===== config.mk =====
export PLATFORM = sky130hd
export DESIGN_NAME = fetch_ctrl
export DESIGN_NICKNAME = d
export VERILOG_FILES = /design/src/rtl/fetch_ctrl.sv
export SDC_FILE = /design/constraint.sdc
export NUM_CORES = 1
export LEC_CHECK = 0
export BUFFER_PORTS_ARGS = -buffer_cell sky130_fd_sc_hd__buf_2
export CAP_MARGIN = 25
export CORE_MARGIN = 2
export CORE_UTILIZATION = 50
export DETAILED_ROUTE_END_ITERATION = 7
export GPL_TIMING_DRIVEN = 0
export PLACE_DENSITY_LB_ADDON = 0.12
export SYNTH_ARGS = -nofsm -noshare
export SYNTH_HDL_FRONTEND = slang
export SYNTH_SLANG_ARGS = --single-unit

===== constraint.sdc =====
create_clock -name clk -period 2.8 [get_ports clk]
set_input_delay 0.42 -clock clk [delete_from_list [all_inputs] [get_ports clk]]
set_output_delay 0.42 -clock clk [all_outputs]
set_load 0.005 [all_outputs]

===== src/rtl/fetch_ctrl.sv =====
// Instruction fetch sequencer: one word in flight, holds it for the decoder, stalls on control
// transfers until a redirect, and discards a response that a redirect has made stale.
module fetch_ctrl #(
   parameter logic [31:0] RESET_PC = 32'h0000_0000
) (
   input  logic        clk,
   input  logic        rst,
   input  logic        rdy,
   output logic        mem_req,
   output logic [31:0] mem_addr,
   input  logic        mem_ready,
   input  logic [31:0] mem_data,
   input  logic        need_inst,
   output logic [31:0] pc,
   output logic [31:0] inst_out,
   output logic        inst_valid,
   input  logic        clear_inst,
   input  logic [31:0] if_addr,
   input  logic        rob_flush,
   input  logic [31:0] rob_flush_addr
);

   localparam logic [2:0] S_IDLE       = 3'd0;
   localparam logic [2:0] S_FETCH      = 3'd1;
   localparam logic [2:0] S_HOLD       = 3'd2;
   localparam logic [2:0] S_WAIT_REDIR = 3'd3;
   localparam logic [2:0] S_DRAIN      = 3'd4;

   logic [2:0]  r_state;
   logic [31:0] r_pc;
   logic [31:0] r_inst;
   logic        r_inst_vld;

   logic        w_redir;
   logic [31:0] w_redir_pc;
   logic        w_consume;
   logic        w_is_xfer;
   logic        w_in_flight;

   assign w_redir     = rob_flush | clear_inst;
   assign w_redir_pc  = rob_flush ? rob_flush_addr : if_addr;
   assign w_consume   = r_inst_vld & need_inst;
   assign w_in_flight = (r_state == S_FETCH) || (r_state == S_DRAIN);
   // jal, jalr and conditional branches: the next pc comes from a redirect
   assign w_is_xfer   = (r_inst[6:0] == 7'b1101111) ||
                        (r_inst[6:0] == 7'b1100111) ||
                        (r_inst[6:0] == 7'b1100011);

   always_ff @(posedge clk or negedge rst) begin
      if (!rst) begin
         r_state    <= S_IDLE;
         r_pc       <= RESET_PC;
         r_inst     <= 32'h0;
         r_inst_vld <= 1'b0;
      end else if (rdy) begin
         if (w_redir) begin
            r_pc       <= w_redir_pc;
            r_inst_vld <= 1'b0;
            // a request still in flight must be drained before the new fetch is issued
            r_state    <= (w_in_flight && !mem_ready) ? S_DRAIN : S_FETCH;
         end else begin
            case (r_state)
               S_IDLE: r_state <= S_FETCH;
               S_FETCH: begin
                  if (mem_ready) begin
                     r_inst     <= mem_data;
                     r_inst_vld <= 1'b1;
                     r_state    <= S_HOLD;
                  end
               end
               S_HOLD: begin
                  if (w_consume) begin
                     r_inst_vld <= 1'b0;
                     if (w_is_xfer) begin
                        r_state <= S_WAIT_REDIR;
                     end else begin
                        r_pc    <= r_pc + 32'd4;
                        r_state <= S_FETCH;
                     end
                  end
               end
               S_WAIT_REDIR: r_state <= S_WAIT_REDIR;
               S_DRAIN: begin
                  if (mem_ready) r_state <= S_FETCH;
               end
               default: r_state <= S_IDLE;
            endcase
         end
      end
   end

   assign mem_req    = (r_state == S_FETCH);
   assign mem_addr   = r_pc;
   assign pc         = r_pc;
   assign inst_out   = r_inst;
   assign inst_valid = r_inst_vld;

endmodule


==> impl_results.md <==
- Status: finished clean
- Register Area: 1700 µm²
- GR Util All Layers: 0.285
- Period utilization: 0.797
- DRC: 0
- ANT cells: 0
- Netlist cell types: 58
- H-tree depth: 3
- Mapped Area: 4200 µm²
- Fraction of registers with async set/reset: 1.00
- Seq cells post-synth: 68
- Synth Area in XOR/XNOR: 0
- Port bufs: 200
- Sequential element share of the synthesized area: 0.405
- Clock Sinks: 68
- Wire per inst: 17.2 µm
- # rows: 33
- Setup Crit Path Kind: register to register
- Synth Flop Type: dfrtp_1
- Via density: just under 6
- Filler Cells Inserted: ~720
- Relative slew slack: 0.421
- Global-route wire length before repair: 20.0 mm
- Syn Nets: 536
- Clk_skew: 0.00942 ns
- Max clock buf depth: 2
- Max Cap Viol: 0
- CP Data Required Time: 3.10 ns
- Final Max Slew Viols: 0
- Post-CTS setup buffer count: 0
- Setup violators final: 0
- Min Tclk post-route: 2.23 ns
- Yosys top cell by area: dfrtp_1
- Chip height: 95.7 µm
- Area of the multi-input gates: approximately 2100 µm²
- Total Routed Length: 13.0 mm
- Antenna violations before repair: 1
- Core ar.: between 8000 and 9000 µm²
- Largest net degree at the start of global routing: 69
- R2R cell count: 7
- Total gr overflow: 0
- Post-synth EDFFs: 0
- Initial core utilization: 0.514
- Leakage: 2.67 nW
- Total number of vias: about 4.4k
- Share of cells above drive strength 1: 0.465
- Routability cong.: ~0.90
- Min-delay worst type: input port to asynchronous set/reset pin
- Die area: around 9100 µm²
- Final TNS setup: 0 ns
- Worst R2R Setup Slack: roughly 0.57 ns
- Post-synthesis compound-gate area fraction: 0.211
- Final Util: 0.679
- Layout Nets: 747
- Num CTS Buffers: 9
- Fmax: 448 MHz
- CTS Hold Bufs: 0
- Critical path destination: mem_addr[22]
- CTS resizes: 0
- Total power: 0.00373 W
- CTS tree: built
- Worst skew pair latency: 0.36 ns
- CTS Root Cell: clkbuf_8
- Die X: 95.7 µm
- Top-count cell post-synth: dfrtp_1
- DR pass1 iterations: 5
- IO Pins: 201
- VDD IR max: 530 µV
- Arrival @ worst endpoint: ~2.5 ns
- Hold Vio Cnt, Final: 0
- Synthesized area per cell: 9.72 µm²
- Post-Synthesis Cells: 432
- Unrepaired setup endpoints after global routing: no
- Largest family of logic cells by synthesized area: compound AO/OA/AOI/OAI gates
- Top cells by area, synth: dfrtp_1, mux2_2, buf_4
- RR Startpoint: mem_addr[2]
- Synthesis warning total: 0
- Post-DP HPWL: between 9 and 10 mm
- Post-synth top cells: dfrtp_1, mux2_2, buf_4, nand2_1, nand3_1
- Clock Pin Slew Worst Setup and Hold Paths: approximately 0.080 ns
- CP endpoint kind: register
- FF-to-FF End: mem_addr[22]
- Startpoint Class: register
- Vias in the first global route: 4,111
- Synthesis-to-layout area growth: 32.1%
- PD cells: 671 nW/µm²
- Initial DRC Count: 189
- Worst-Margin Slew: a little under 0.9 ns
- Crit. Startpoint: mem_addr[2]
- CP max FO: 10
- Post-synthesis mux area share: 0.113
- Adder-cell share of the synthesized area: 0.00298
- Final ANT Viol Nets: 0
- Top-area cell type share of the netlist area: 0.405
- Synth Area in Simple Gates: 0.170
[metrics by stage]
step	worst slack (ns)	hold slack [ns]	std cells	cell area, µm²
2_1_floorplan	0.909	0.124	432	4200
3_3_place_gp	0.685	0.485	737	5330
3_5_place_dp	0.612	0.488	737	5340
4_1_cts	0.596	0.206	753	5550
5_1_grt	0.422	0.245	753	5550
6_report	0.567	0.165	753	5550
[layer usage]
metal | routed length, µm | global-route usage
met5 | 13 | 0
met2 | 6540 | 0.488
met3 | 1190 | 0.0632
met4 | 214 | 0.0940
met1 | 5010 | 0.355
[logic make-up after synthesis]
kind of cell | count (synthesis)
compound gates | 120
fa+ha+maj | 1
buf+inv | 67
flops | 68
mux | 43
simple gates | 133
[critical path, stage by stage, from the launching register on]
cell	delay, ns
dfrtp_1	0.47
ha_1	0.24
and3_1	0.16
buf_2	0.16
nand2_1	0.23
or3_1	0.44
o41ai_1	0.28
a22o_1	0.20
[final cells by class]
type	count	share of cell area
multi-input cells	297	0.377
flip-flops and latches	68	0.307
repair buffers	200	0.181
plain buffers	62	0.0701
well taps	105	0.0237
clock buffers	9	0.0223
clock inverters	7	0.0165
inverters	5	0.00338
[state kept, by name, indices dropped and copies added, names as in the netlist]
register and flops:
inst_out 32, inst_valid 1, mem_addr 32, r_state 3
[layout by cell type, fill, tap and decap left out, types with 7 or more instances in the layout]
cell / n
a22o_1: 12
o41ai_1: 9
nand2_1: 30
nor4_1: 13
dfrtp_1: 68
clkbuf_8: 9
nor3_1: 9
mux2_2: 36
o2bb2ai_1: 8
o22ai_1: 7
a21oi_1: 20
a31oi_1: 8
nor2_1: 14
clkbuf_1: 16
mux2i_1: 7
o21ai_0: 13
buf_2: 207
buf_4: 35
nand3_1: 24
[worst min path at each step]
stage,start,end
floorplan,rst,inst_out[0]
global placement,inst_out[20],inst_out[20]
detailed placement,inst_out[9],inst_out[9]
CTS,rst,mem_addr[22]
global route,rst,mem_addr[22]
finish,rst,mem_addr[24]
[report_power, final]
part           total, W  leakage (nW)  internal (W)  switching (W)
registers       0.00158         0.827       0.00130       0.000274
clock network  0.000895         0.109      0.000498       0.000398
logic           0.00126          1.74      0.000729       0.000526
Note: power is estimated with default switching activity, not from simulation.
